$ cat src/rtl/ahb_lite_interconnect_pkg.sv
// Shared AHB-Lite constants, default-slave state encoding and small helpers.
// No logic latency (types and functions only).
// No backpressure (package has no handshakes).
package ahb_lite_interconnect_pkg;

    localparam logic [1:0] HTRANS_IDLE   = 2'b00;
    localparam logic [1:0] HTRANS_BUSY   = 2'b01;
    localparam logic [1:0] HTRANS_NONSEQ = 2'b10;
    localparam logic [1:0] HTRANS_SEQ    = 2'b11;

    localparam logic HRESP_OKAY  = 1'b0;
    localparam logic HRESP_ERROR = 1'b1;

    localparam int ERR_COUNT_W = 8;

    typedef enum logic [1:0] {
        DS_IDLE = 2'd0,
        DS_ERR1 = 2'd1,
        DS_ERR2 = 2'd2
    } ds_state_e;

    typedef struct packed {
        logic hready;
        logic hresp;
    } ds_resp_t;

    // NONSEQ and SEQ carry data; IDLE and BUSY never do.
    function automatic logic htrans_active(input logic [1:0] htrans);
        logic act;
        case (htrans)
            HTRANS_NONSEQ, HTRANS_SEQ: act = 1'b1;
            HTRANS_IDLE, HTRANS_BUSY:  act = 1'b0;
            default:                   act = 1'b0;
        endcase
        return act;
    endfunction

    function automatic logic [ERR_COUNT_W-1:0] sat_inc(input logic [ERR_COUNT_W-1:0] v);
        return (&v) ? v : v + 1'b1;
    endfunction

endpackage

$ cat src/rtl/ahb_lite_interconnect_default_slave.sv
// Default slave for unmapped addresses: two-cycle ERROR FSM plus error log.
// Latency: unmapped active transfers take two data-phase cycles, otherwise zero.
// Backpressure: inserts one wait state (ERR1); only samples when global HREADY is high.
module ahb_default_slave
    import ahb_lite_interconnect_pkg::*;
#(
    parameter int PA_BITS         = 34,
    parameter bit ERR_ON_UNMAPPED = 1'b1
) (
    input  logic                   HCLK,
    input  logic                   HRESETn,
    input  logic                   hready,
    input  logic                   unmapped_act,
    input  logic [PA_BITS-1:0]     haddr,
    input  logic                   hwrite,
    input  logic                   err_clr,
    output ds_resp_t               ds_resp,
    output logic                   err_valid,
    output logic [PA_BITS-1:0]     err_addr,
    output logic                   err_write,
    output logic [ERR_COUNT_W-1:0] err_count
);

    ds_state_e                state_q, state_d;
    logic                     err_valid_q, err_valid_d;
    logic [PA_BITS-1:0]       err_addr_q, err_addr_d;
    logic                     err_write_q, err_write_d;
    logic [ERR_COUNT_W-1:0]   err_count_q, err_count_d;
    logic                     log_evt;

    assign log_evt = hready & unmapped_act;

    // Outputs depend on state only, keeping the global HREADY path loop-free.
    always_comb begin
        ds_resp = '{hready: 1'b1, hresp: HRESP_OKAY};
        case (state_q)
            DS_ERR1: ds_resp = '{hready: 1'b0, hresp: HRESP_ERROR};
            DS_ERR2: ds_resp = '{hready: 1'b1, hresp: HRESP_ERROR};
            default: ds_resp = '{hready: 1'b1, hresp: HRESP_OKAY};
        endcase
    end

    always_comb begin
        state_d = state_q;
        case (state_q)
            DS_IDLE: if (log_evt && ERR_ON_UNMAPPED) state_d = DS_ERR1;
            DS_ERR1: state_d = DS_ERR2;
            DS_ERR2: state_d = (log_evt && ERR_ON_UNMAPPED) ? DS_ERR1 : DS_IDLE;
            default: state_d = DS_IDLE;
        endcase
    end

    always_comb begin
        err_valid_d = err_valid_q;
        err_addr_d  = err_addr_q;
        err_write_d = err_write_q;
        err_count_d = err_count_q;
        if (log_evt) begin
            // A new error wins over a simultaneous clear.
            if (!err_valid_q || err_clr) begin
                err_addr_d  = haddr;
                err_write_d = hwrite;
            end
            err_valid_d = 1'b1;
            err_count_d = sat_inc(err_clr ? '0 : err_count_q);
        end else if (err_clr) begin
            err_valid_d = 1'b0;
            err_count_d = '0;
        end
    end

    always_ff @(posedge HCLK or negedge HRESETn) begin
        if (!HRESETn) begin
            state_q     <= DS_IDLE;
            err_valid_q <= 1'b0;
            err_addr_q  <= '0;
            err_write_q <= 1'b0;
            err_count_q <= '0;
        end else begin
            state_q     <= state_d;
            err_valid_q <= err_valid_d;
            err_addr_q  <= err_addr_d;
            err_write_q <= err_write_d;
            err_count_q <= err_count_d;
        end
    end

    assign err_valid = err_valid_q;
    assign err_addr  = err_addr_q;
    assign err_write = err_write_q;
    assign err_count = err_count_q;

endmodule

$ cat src/rtl/ahb_lite_interconnect.sv
// AHB-Lite single-manager interconnect: address decode, data-phase select, response mux.
// Latency: zero added cycles for mapped slaves; unmapped active transfers take two cycles.
// Backpressure: selected slave's HREADYOUT (or default slave) stalls the whole bus via HREADY.
module ahb_lite_interconnect
    import ahb_lite_interconnect_pkg::*;
#(
    parameter int                         NSLAVES         = 8,
    parameter int                         PA_BITS         = 34,
    parameter int                         DW              = 64,
    parameter logic [NSLAVES*PA_BITS-1:0] SLV_BASE        = '0,
    parameter logic [NSLAVES*PA_BITS-1:0] SLV_MASK        = '0,
    parameter bit                         ERR_ON_UNMAPPED = 1'b1
) (
    input  logic                  HCLK,
    input  logic                  HRESETn,
    input  logic [PA_BITS-1:0]    HADDR,
    input  logic [1:0]            HTRANS,
    input  logic                  HWRITE,
    output logic [NSLAVES-1:0]    HSELS,
    input  logic [NSLAVES-1:0]    HREADYOUTS,
    input  logic [NSLAVES-1:0]    HRESPS,
    input  logic [NSLAVES*DW-1:0] HRDATAS,
    output logic [DW-1:0]         HRDATA,
    output logic                  HREADY,
    output logic                  HRESP,
    input  logic                  ErrClr,
    output logic                  ErrValid,
    output logic [PA_BITS-1:0]    ErrAddr,
    output logic                  ErrWrite,
    output logic [7:0]            ErrCount
);

    localparam logic [NSLAVES:0] DSEL_DEFAULT = {1'b1, {NSLAVES{1'b0}}};

    logic [NSLAVES-1:0] hit;
    logic [NSLAVES-1:0] hsel;
    logic               unmapped;
    logic               unmapped_act;
    logic [NSLAVES:0]   dsel_q, dsel_d;
    logic [DW-1:0]      hrdata;
    logic               hready;
    logic               hresp;
    ds_resp_t           ds_resp;

    always_comb begin
        hit = '0;
        for (int i = 0; i < NSLAVES; i++) begin
            hit[i] = ((HADDR & SLV_MASK[i*PA_BITS +: PA_BITS]) == SLV_BASE[i*PA_BITS +: PA_BITS]);
        end
    end

    // Lowest index wins on overlapping regions so the select stays one-hot.
    always_comb begin
        logic taken;
        hsel  = '0;
        taken = 1'b0;
        for (int i = 0; i < NSLAVES; i++) begin
            if (hit[i] && !taken) begin
                hsel[i] = 1'b1;
                taken   = 1'b1;
            end
        end
    end

    assign unmapped     = ~|hsel;
    assign unmapped_act = unmapped & htrans_active(HTRANS);
    assign HSELS        = hsel;

    always_comb begin
        dsel_d = dsel_q;
        if (hready) begin
            dsel_d = {unmapped, hsel};
        end
    end

    always_ff @(posedge HCLK or negedge HRESETn) begin
        if (!HRESETn) begin
            dsel_q <= DSEL_DEFAULT;
        end else begin
            dsel_q <= dsel_d;
        end
    end

    // dsel_q is one-hot, so at most one slave overrides the default-slave response.
    always_comb begin
        hrdata = '0;
        hready = ds_resp.hready;
        hresp  = ds_resp.hresp;
        for (int k = 0; k < NSLAVES; k++) begin
            if (dsel_q[k]) begin
                hrdata = HRDATAS[k*DW +: DW];
                hready = HREADYOUTS[k];
                hresp  = HRESPS[k];
            end
        end
    end

    assign HRDATA = hrdata;
    assign HREADY = hready;
    assign HRESP  = hresp;

    ahb_default_slave #(
        .PA_BITS         (PA_BITS),
        .ERR_ON_UNMAPPED (ERR_ON_UNMAPPED)
    ) u_default_slave (
        .HCLK         (HCLK),
        .HRESETn      (HRESETn),
        .hready       (hready),
        .unmapped_act (unmapped_act),
        .haddr        (HADDR),
        .hwrite       (HWRITE),
        .err_clr      (ErrClr),
        .ds_resp      (ds_resp),
        .err_valid    (ErrValid),
        .err_addr     (ErrAddr),
        .err_write    (ErrWrite),
        .err_count    (ErrCount)
    );

endmodule
$ cat config.mk
export PLATFORM = sky130hd
export DESIGN_NAME = ahb_lite_interconnect
export DESIGN_NICKNAME = d
export VERILOG_FILES = /design/src/rtl/ahb_lite_interconnect_pkg.sv /design/src/rtl/ahb_lite_interconnect_default_slave.sv /design/src/rtl/ahb_lite_interconnect.sv
export SDC_FILE = /design/constraint.sdc
export NUM_CORES = 1
export LEC_CHECK = 0
export BUFFER_PORTS_ARGS = -buffer_cell sky130_fd_sc_hd__clkbuf_2
export CAP_MARGIN = 20
export CORE_AREA = 2 2 266 268
export DETAILED_ROUTE_END_ITERATION = 12
export DIE_AREA = 0 0 268 270
export SLEW_MARGIN = 40
export SYNTH_ARGS = -nofsm -noshare
export SYNTH_HDL_FRONTEND = slang
export SYNTH_HIERARCHICAL = 1
export SYNTH_SLANG_ARGS = --single-unit
$ cat constraint.sdc
create_clock -name HCLK -period 3.9 [get_ports HCLK]
set_clock_uncertainty 0.1 [all_clocks]
set_input_delay 0.585 -clock HCLK [delete_from_list [all_inputs] [get_ports HCLK]]
set_output_delay 0.585 -clock HCLK [all_outputs]
set_load 0.02 [all_outputs]
==> impl_metrics.csv, run 1 <==
group,metric,value,unit
clock_tree,cts_hold_buf,0,
layout,stdcell_count,1383,
placement,placedCellCount,1367,
run_status,violations,"slew limit",
timing,min_period_over_period,61.6,%
pwr,peakVddDrop,0.000190,V
routing,drt-wirelength-per-cell,15.7,um
worst_setup_path,crit_arrival,1.72,ns
worst_setup_path,rrSetupSlack,2.56,ns
yosys,ys_async_sr_fraction,100,%
placement,placed_area,4790,um^2
timing,period_minus_slack,2.40,ns
clock_tree,clk_root_buffer_cell,"clkbuf_16",
timing,rsz0062_at_grt,"no",
yosys,synth_top_area_share,44.3,%
die,ios,686,
yosys,synth_mux_area_share,20.7,%
clock_tree,cts_max_level,2,
routing,wirelength,21.8,mm
yosys,ys_warn_count,6,
yosys,synth_cells,219,
clock_tree,cts_buffers,5,
worst_setup_path,path_max_fanout,67,
layout,drive_gt1_share,61.4,%
layout,nFillCells,8155,
routing,drt_iter0_markers,51,
yosys,yosysSeqAreaShare,44.3,%
yosys,synth_top_family_by_area,"multiplexers",
global_routing,grt_pass1_wl,26.6,mm
clock_tree,post_cts_resized,0,
yosys,ys_seq_elements,47,
die,fp.dieH,270,um
placement,port_buffers,213,
worst_setup_path,path_class,"flip-flop to output pin",
routing,final_antenna_net_count,0,
clock_tree,clock_path_buffers,2,
global_routing,grt_max_degree,68,
worst_hold_path,hold_path_class,"input port to async pin",
pwr,powerDensity,349,nW/um^2
timing,slew_viol_final,36,
yosys,synthAdderAreaFrac,2.36,%
global_routing,grtUsageTotal,5.94,%
die,core.rowCount,97,
worst_setup_path,crit_path_end_kind,"output pin",
die,dieArea,72400,um^2
clock_tree,post_cts_buffers,0,
placement,gp_congestion,0.710,
worst_setup_path,startpoint_type,"flip-flop",
yosys,synth-xor-area-share,0.330,%
routing,drc,0,
routing,via_count,2490,
yosys,ys.flop_type,"dfrtp_1",
timing,whs,0.103,ns
timing,max_slew_margin,-14.5,%
timing,setup_viol,0,
worst_setup_path,worstSetupStartpoint,"dsel_q[0]",
worst_setup_path,r2r-start,"u_default_slave/state_q[0]",
clock_tree,clock_sinks,47,
clock_tree,cts_tree,"built",
timing,tightest_slew,1.71,ns
yosys,post_synth_num_cell_types,33,
clock_tree,clkSlewWorstSetupHoldPaths,0.12,ns
worst_setup_path,r2r_cells,4,
layout,area_growth_syn_to_layout,87.0,%
timing,fmax,0.416,GHz
yosys,syn_avg_cell_area,12.1,um^2
worst_setup_path,required,3.21,ns
layout,final_nets,1007,
routing,routed_via_density,1.80,
die,core_area,69500,um^2
yosys,synthSimpleGateAreaFrac,19.5,%
yosys,synth_compound_area_share,5.24,%
worst_setup_path,r2r_end,"u_default_slave/state_q[1]",
yosys,synth-edff-count,0,
yosys,netlist_top_cells_area,"dfrtp_1 (44%), mux2_4 (18%), and2_1 (16%), mux2_2 (2.5%), ha_1 (2.4%)",
die,initial_core_util,3.81,%
run_status,outcome,"complete, but fails checks",
placement,hpwlAfterDp,19.4,mm
timing,setup_tns,0,ns
run,maxCapViolCount,0,
global_routing,first_global_vias,2462,
timing,final-hold-violation-count,0,
clock_tree,clk_latency,0.35,ns
yosys,synth_common_cells,"and2_1 (66), dfrtp_1 (47), mux2_4 (32)",
global_routing,antenna_found_initial,11,
global_routing,globalRouteOverflowTotal,0,
pwr,total_leakage_power,2.12,nW
yosys,yosys.area.top_type,"dfrtp_1",
yosys,synthMostInstantiatedCell,"and2_1",
worst_setup_path,crit_path_end,"HREADY",
yosys,syn_area,2650,um^2
layout,stdcell_area,4960,um^2
routing,drt_pass1_iterations,4,
die,die_w,268,um
-- layout by cell type (no fill, tap or decap) --
cell        instances
or4_1               2
nor2b_1             1
a31oi_1             4
inv_8               1
clkbuf_16           5
o211ai_1            4
mux2_2              6
dfrtp_1            46
a21oi_4             1
nand2_4             1
clkinvlp_4          1
nand2_1             3
inv_1               5
a211oi_1            3
and4_2              1
inv_6               1
xnor2_1             1
nand3_1             2
a21oi_1             1
and4b_1             1
clkbuf_2          213
and2_1             66
diode_2             8
nor2_1              3
buf_4               2
or2_2               1
o21ai_0             1
conb_1             15
nand4_1             1
ha_1                5
a21o_2              1
dfrtp_4             1
mux2_4             32
and3_1              1
a311oi_1            1
a41oi_1             1
a32oi_1             1
-- registers in the layout (all words and copies together), names as in the netlist --
signal and count:
u_default_slave/err_addr 34, u_default_slave/err_count 8, dsel_q 1, u_default_slave/state_q 2, u_default_slave/err_write 1, u_default_slave/err_valid 1
-- worst min path at each step --
| stage | depth (start not counted) | from | slack [ns] | end |
|---|---|---|---|---|
| after floorplan | 0 | HRESETn | 0.19 | dsel_q[0] |
| after global placement | 1 | u_default_slave/err_addr[18] | 0.39 | u_default_slave/err_addr[18] |
| after detailed placement | 1 | u_default_slave/err_addr[14] | 0.39 | u_default_slave/err_addr[14] |
| after CTS | 1 | HRESETn | 0.11 | u_default_slave/err_addr[22] |
| after global routing | 1 | HRESETn | 0.14 | u_default_slave/err_addr[22] |
| final | 1 | HRESETn | 0.10 | u_default_slave/err_addr[22] |
-- per-layer routing --
metal / wire, um / part of all wire [%] / vias up / global-route usage, %
li1: - / - / 1149 / -
met1: 9050 / 42 / 1142 / 6.75
met2: 9340 / 43 / 178 / 9.14
met3: 3230 / 15 / 15 / 4.36
met4: 119 / 0.55 / 6 / 0.706
met5: 49 / 0.22 / - / 0
-- logic make-up after synthesis --
group,after synthesis
compound gates,18
xor+xnor,1
fa+ha+maj,5
buf+inv,25
flops,47
mux,38
other cells,2
simple gates,83
-- metrics by stage --
stage | util, % | setup slack, ns | total power (W)
floorplan | - | 2.18 | 0.000957
global placement | 6.88 | 1.62 | 0.00119
detailed placement | 6.88 | 1.83 | 0.00120
CTS | 7.10 | 1.43 | 0.00177
global route | 7.10 | 1.36 | 0.00184
finish | 7.13 | 1.50 | 0.00173
-- report_power, final --
part	leakage, nW	total [W]	switching (W)	internal, W
Combinational	1.48	0.000564	0.000324	0.000241
Sequential	0.568	0.000617	0.0000516	0.000566
Clock	0.0724	0.000551	0.000303	0.000248
Total	2.12	0.00173	0.000678	0.00105
-- worst max-delay path: stages (launching register included) --
cell and delay, ns:
dfrtp_4 0.78, mux2_4 0.41, clkbuf_2 0.18
-- area by class of cell --
type	count	area, um^2	area share, %
Multi-Input combinational cell	160	1330	26.8
Sequential cell	47	1180	23.8
Tap cell	940	1180	23.7
Timing Repair Buffer	215	1080	21.8
Clock buffer	5	125	2.52
Clock inverter	3	27.5	0.555
Antenna cell	8	20.0	0.404
Inverter	5	18.8	0.378
(Power assumes the default switching activity.)
==> run 2: changes to the inputs <==
--- a/config.mk
+++ b/config.mk
@@ -7,9 +7,9 @@
 export LEC_CHECK = 0
 export BUFFER_PORTS_ARGS = -buffer_cell sky130_fd_sc_hd__clkbuf_2
 export CAP_MARGIN = 20
-export CORE_AREA = 2 2 266 268
+export CORE_AREA = 2 2 267 269
 export DETAILED_ROUTE_END_ITERATION = 12
-export DIE_AREA = 0 0 268 270
+export DIE_AREA = 0 0 269 271
 export SLEW_MARGIN = 40
 export SYNTH_ARGS = -nofsm -noshare
 export SYNTH_HDL_FRONTEND = slang
==> constraint.sdc (replaced) <==
create_clock -name HCLK -period 2 [get_ports HCLK]
set_clock_uncertainty 0.1 [all_clocks]
set_input_delay 0.3 -clock HCLK [delete_from_list [all_inputs] [get_ports HCLK]]
set_output_delay 0.3 -clock HCLK [all_outputs]
set_load 0.02 [all_outputs]
==> run 2 against run 1 <==
Against the previous run:
- critical endpoint is now HRDATA[53]
- final cell count increased by 0.51%
- the flow still finishes with violations (slew limit)
- combinational power increased by 100%
- critical path type unchanged
- die area increased by 0.74%
- non-clock buffer count increased by 4
- clock power increased by 94%
- wire length increased by 4.7%
- via count increased by 0.12%
==> impl_metrics.csv, run 2 (same netlist as run 1, synthesis figures left out) <==
group,metric,value,unit
timing,tightest_slew,1.75,ns
clock_tree,clock_path_buffers,2,
global_routing,grt_max_degree,65,
routing,drt_iter0_markers,72,
placement,gp_congestion,0.735,
worst_setup_path,path_max_fanout,64,
timing,slew_viol_final,36,
layout,area_growth_syn_to_layout,89.5,%
layout,layout_commonest_cell,"clkbuf_2",
timing,setup_tns,0,ns
die,dieArea,72900,um^2
die,core_area,69800,um^2
clock_tree,cts_tree,"built",
worst_setup_path,crit_path_end_kind,"output pin",
routing,via_count,2493,
placement,port_buffers,213,
pwr,intPower,0.00207,W
pwr,finalPower,0.00341,W
global_routing,antenna_found_initial,10,
routing,routed_via_density,1.79,
pwr,clkPwrFrac,31.3,%
clock_tree,clkSlewWorstSetupHoldPaths,0.11,ns
timing,setup_viol,0,
timing,fmax,0.522,GHz
global_routing,grtUsageTotal,6.14,%
routing,drc,0,
pwr,total_leakage_power,2.15,nW
timing,max_slew_margin,-16.6,%
placement,hpwlAfterDp,20.4,mm
pwr,switching_share,39.3,%
global_routing,first_global_vias,2572,
worst_setup_path,crit_arrival,1.52,ns
layout,layout_common_cells,"clkbuf_2 (212), and2_1 (66), dfrtp_1 (45)",
pwr,powerDensity,679,nW/um^2
layout,final_util,7.20,%
clock_tree,clk_latency,0.33,ns
placement,placed_area,4810,um^2
worst_setup_path,startpoint_type,"flip-flop",
layout,stdcell_area,5030,um^2
layout,largest_reg_flops,34,
pwr,switchingPower,0.00134,W
timing,final-hold-violation-count,0,
timing,rsz0062_at_grt,"no",
worst_setup_path,worst-path-buf-inv,2,
clock_tree,clock_sinks,47,
die,initial_core_util,3.80,%
layout,final_nets,1011,
pwr,combPwrFrac,33.4,%
clock_tree,cts_buffers,5,
timing,min_period_over_period,95.8,%
run,maxCapViolCount,0,
die,ios,686,
layout,drive_gt1_share,61.7,%
worst_hold_path,hold_path_class,"input port to flip-flop",
pwr,power_frac_seq,35.3,%
timing,period_minus_slack,1.92,ns
clock_tree,cts_max_level,2,
timing,whs,0.163,ns
worst_setup_path,crit_family,"buffers and inverters",
worst_hold_path,worstHoldStart,"ErrClr",
routing,drt_pass1_iterations,4,
run_status,violations,"slew limit",
worst_setup_path,worstSetupStartpoint,"dsel_q[0]",
worst_setup_path,required,1.60,ns
global_routing,globalRouteOverflowTotal,0,
worst_setup_path,r2r-start,"u_default_slave/state_q[0]",
worst_setup_path,path_class,"flip-flop to output pin",
die,core.rowCount,97,
run_status,outcome,"complete, but fails checks",
die,die_w,269,um
die,fp.dieH,271,um
routing,final_antenna_net_count,0,
clock_tree,clk_root_buffer_cell,"clkbuf_16",
worst_setup_path,crit_path_max_incr_delay,0.45,ns
global_routing,grt_pass1_wl,27.7,mm
worst_setup_path,critical_path.cell_chain,"buf_12, and2_1, clkbuf_2",
routing,drt-wirelength-per-cell,16.4,um
worst_setup_path,critPathSlowestCell,"dfrtp_2",
layout,nFillCells,8188,
routing,wirelength,22.8,mm
pwr,peakVddDrop,0.000340,V
-- run 2: changes by cell type in the layout (fill, tap and decap cells not counted) --
| cell | previous run | this run |
|---|---|---|
| dlygate4sd3_1 | 0 | 1 |
| buf_4 | 2 | 4 |
| dfrtp_2 | 0 | 2 |
| dfrtp_1 | 46 | 45 |
| clkbuf_2 | 213 | 212 |
| buf_12 | 0 | 2 |
| diode_2 | 8 | 11 |
| dfrtp_4 | 1 | 0 |
-- run 2: final cells by class --
cell class              count  area [um^2]  area share (%)
diodes                     11         27.5           0.548
multi-input cells         160         1330            26.5
clock buffers               5          125            2.49
clock inverters             3         27.5           0.548
repair buffers            219         1140            22.7
well taps                 940         1180            23.4
flip-flops and latches     47         1180            23.5
inverters                   5         18.8           0.373
-- run 2: per-stage QoR --
stage	setup slack, ns	cells
after detailed placement	0.391	1367
after floorplan	0.569	232
after CTS	0.0346	1377
final	0.0831	1390
after global placement	0.382	1367
after global routing	0.00820	1379
-- run 2: what timing repair did --
action | 4_1_cts | 5_1_grt
hold buffers | 1 | 0
hold endpoints to repair | 11 | 0
gates resized for setup | 0 | 3
gates cloned | 0 | 0
setup buffers | 1 | 2
endpoints found under the setup margin | 1 | 2
-- run 2: worst reg2reg max path: cells and delay by family (launching register included) --
family	cells	cell delay (ns)
fa+ha+maj	1	0.21
buf+inv	1	0.07
flops	1	0.41
mux	1	0.32
simple gates	1	0.07
-- run 2: final timing paths --
check                                               endpoint  slack (ns)  cells past startpoint
worst max-delay path                              HRDATA[53]        0.08                      3
max in group asynchronous         u_default_slave/state_q[0]        0.86                      3
worst min register to register  u_default_slave/err_addr[30]        0.42                      1
min in group asynchronous       u_default_slave/err_addr[20]        0.35                      2
worst max register to register    u_default_slave/state_q[1]        0.75                      4
worst min-delay path            u_default_slave/err_count[2]        0.16                      2
-- run 2: routing by layer --
metal  GRT usage [%]  part of all wire, %
met1            8.38                   47
met2            7.66                   35
met3            4.10                   16
met4            1.51                  2.3
met5               0                 0.28
-- run 2: power by group through the flow --
stage / Combinational, W / Sequential, W / Clock, W
2_1_floorplan: 0.000482 / 0.00138 / 0
3_3_place_gp: 0.00112 / 0.00123 / 0
3_5_place_dp: 0.00114 / 0.00122 / 0
4_1_cts: 0.00115 / 0.00120 / 0.00112
5_1_grt: 0.00123 / 0.00123 / 0.00116
6_report: 0.00114 / 0.00120 / 0.00107
==> run 3: changes to the inputs <==
--- a/config.mk
+++ b/config.mk
@@ -7,11 +7,10 @@
 export LEC_CHECK = 0
 export BUFFER_PORTS_ARGS = -buffer_cell sky130_fd_sc_hd__clkbuf_2
 export CAP_MARGIN = 20
-export CORE_AREA = 2 2 267 269
+export CORE_AREA = 2 2 271 273
 export DETAILED_ROUTE_END_ITERATION = 12
-export DIE_AREA = 0 0 269 271
+export DIE_AREA = 0 0 273 275
 export SLEW_MARGIN = 40
 export SYNTH_ARGS = -nofsm -noshare
 export SYNTH_HDL_FRONTEND = slang
-export SYNTH_HIERARCHICAL = 1
 export SYNTH_SLANG_ARGS = --single-unit
==> constraint.sdc (replaced) <==
create_clock -name HCLK -period 2.25 [get_ports HCLK]
set_clock_uncertainty 0.1 [all_clocks]
set_input_delay 0.3375 -clock HCLK [delete_from_list [all_inputs] [get_ports HCLK]]
set_output_delay 0.3375 -clock HCLK [all_outputs]
set_load 0.02 [all_outputs]
==> run 3 against run 2 <==
Against the previous run:
- the run now ends clean
- wire length down 48%
- flip-flop and latch count down 46
- core utilization down 3.7 points
- synthesized cell count down 42%
- first-iteration DRC count down 72%
- critical path depth unchanged
- setup slack better by 0.51 ns
- via count down 52%
- global-route usage down 3.2 points
- synthesized area down 66%
- final area down 50%
- worst hold slack worse by 0.15 ns
- critical endpoint is now HRDATA[37]
- largest cell class is now tap cells
- largest power group is now combinational cells
==> impl_metrics.csv, run 3 <==
group,metric,value,unit
routing,routed_via_density,0.981,
timing,whs,0.0136,ns
pwr,powerDensity,157,nW/um^2
layout,layout_commonest_cell,"clkbuf_2",
yosys,ys_warn_count,0,
die,ios,686,
timing,final-hold-violation-count,0,
yosys,synth_top_area_share,45.1,%
timing,fmax,0.605,GHz
yosys,synth_cells,128,
pwr,peakVddDrop,0.000114,V
run_status,outcome,"finished, final reports clean",
pwr,intPower,0.000132,W
global_routing,antenna_found_initial,24,
die,core.rowCount,99,
timing,setup_tns,0,ns
pwr,combPwrFrac,93.9,%
layout,area_growth_syn_to_layout,180,%
global_routing,globalRouteOverflowTotal,0,
routing,via_count,1191,
routing,final_antenna_net_count,0,
yosys,syn_avg_cell_area,7.05,um^2
placement,hpwlAfterDp,11.5,mm
run,maxCapViolCount,0,
yosys,ys_async_sr_fraction,100,%
die,fp.dieH,275,um
worst_setup_path,startpoint_type,"flip-flop",
routing,wirelength,11.9,mm
clock_tree,cts_hold_buf,0,
yosys,ys.flop_type,"dfrtp_1",
routing,drc,0,
layout,top_regs,"dsel_q: 1 flops",
die,dieArea,75100,um^2
pwr,switching_share,66.7,%
yosys,yosysSeqAreaShare,2.77,%
worst_setup_path,crit_path_end_kind,"output pin",
yosys,ys_seq_elements,1,
worst_setup_path,path_max_fanout,45,
clock_tree,post_cts_buffers,0,
layout,layout_common_cells,"clkbuf_2 (133), and2_1 (65), conb_1 (53)",
clock_tree,post_cts_resized,0,
yosys,post_synth_num_cell_types,7,
layout,final_nets,824,
pwr,clkPwrFrac,0,%
yosys,syn_area,902,um^2
worst_setup_path,required,1.81,ns
routing,drt_iter0_markers,20,
worst_setup_path,path_class,"flip-flop to output pin",
layout,largest_reg_flops,1,
routing,drt-wirelength-per-cell,9.80,um
worst_setup_path,crit_path_end,"HRDATA[37]",
placement,gp_congestion,0.664,
placement,placedCellCount,1213,
global_routing,grt_pass1_wl,13.4,mm
pwr,total_leakage_power,0.936,nW
die,core_area,72300,um^2
timing,rsz0062_at_grt,"no",
timing,min_period_over_period,73.5,%
global_routing,first_global_vias,972,
pwr,switchingPower,0.000264,W
global_routing,grtUsageTotal,2.97,%
worst_setup_path,worstSetupStartpoint,"dsel_q[0]",
yosys,yosys.area.top_type,"and2_1",
clock_tree,clkSlewWorstSetupHoldPaths,0,ns
placement,placed_area,2520,um^2
layout,regMostFlops,"dsel_q",
yosys,synth-edff-count,0,
die,die_w,273,um
placement,port_buffers,133,
yosys,synthMostInstantiatedCell,"and2_1",
timing,slew_viol_final,0,
pwr,power_frac_seq,6.1,%
layout,stdcell_count,1214,
layout,drive_gt1_share,53.1,%
timing,period_minus_slack,1.65,ns
global_routing,grt_max_degree,46,
worst_hold_path,hold_path_class,"input port to async pin",
yosys,netlist_top_cells_area,"and2_1 (45%), buf_4 (43%), buf_6 (6.2%), dfrtp_1 (2.8%), buf_2 (1.1%)",
layout,stdcell_area,2530,um^2
timing,setup_viol,0,
die,initial_core_util,1.25,%
layout,final_util,3.49,%
worst_setup_path,crit_arrival,1.22,ns
yosys,synth_common_cells,"and2_1 (65), buf_4 (52), buf_6 (5)",
routing,drt_pass1_iterations,4,
[run 3: changes by cell type after synthesis, sizes merged, moves of 2 or more]
cell,before,now
dfrtp,47,1
buf,20,59
mux2,38,0
ha,5,0
inv,5,0
a31oi,4,0
nand2,4,0
o211ai,4,0
a211oi,3,0
nor2,3,0
a21oi,2,0
nand3,2,0
or4,2,0
[run 3: routing by layer]
metal / wire length (um) / up-vias / global-route usage, %
met5: 101 / - / 0
met1: 5080 / 466 / 3.70
met2: 2640 / 169 / 2.44
met3: 4040 / 16 / 4.65
li1: - / 524 / -
met4: 31 / 16 / 0
[run 3: worst min path at each step]
stage | start | endpoint | slack (ns)
3_5_place_dp | HRESETn | dsel_q[0] | 0.02
6_report | HRESETn | dsel_q[0] | 0.01
4_1_cts | HRESETn | dsel_q[0] | 0.02
3_3_place_gp | HRESETn | dsel_q[0] | 0.01
2_1_floorplan | HRESETn | dsel_q[0] | -0.06
5_1_grt | HRESETn | dsel_q[0] | 0.02
[run 3: layout make-up]
type	instances	area [um^2]
diodes	1	2.50
multi-input cells	119	612
repair buffers	134	686
fillers	8710	69800
flip-flops and latches	1	26.3
well taps	959	1200
[run 3: cell families after synthesis]
family	Yosys count	synth area share, %
other	2	0.832
AND/OR/NAND/NOR	66	45.8
flip-flops	1	2.77
buffers and inverters	59	50.6
[run 3: worst max-delay path: stages (launching register included)]
cell and delay (ns):
dfrtp_2 0.54, buf_12 0.24, and2_1 0.17, clkbuf_2 0.25
[run 3: power by group through the flow]
stage / logic, W / clock network (W) / registers (W)
floorplan: 0.000289 / 0 / 0.0000199
global placement: 0.000380 / 0 / 0.0000241
detailed placement: 0.000382 / 0 / 0.0000246
CTS: 0.000384 / 0 / 0.0000245
global route: 0.000414 / 0 / 0.0000248
finish: 0.000372 / 0.0000000000606 / 0.0000242
[run 3: metrics by stage]
stage / setup slack (ns) / total power [W]
final: 0.596 / 0.000396
after global routing: 0.487 / 0.000438
after CTS: 0.550 / 0.000409
after detailed placement: 0.550 / 0.000407
after global placement: 0.594 / 0.000404
after floorplan: 0.997 / 0.000309
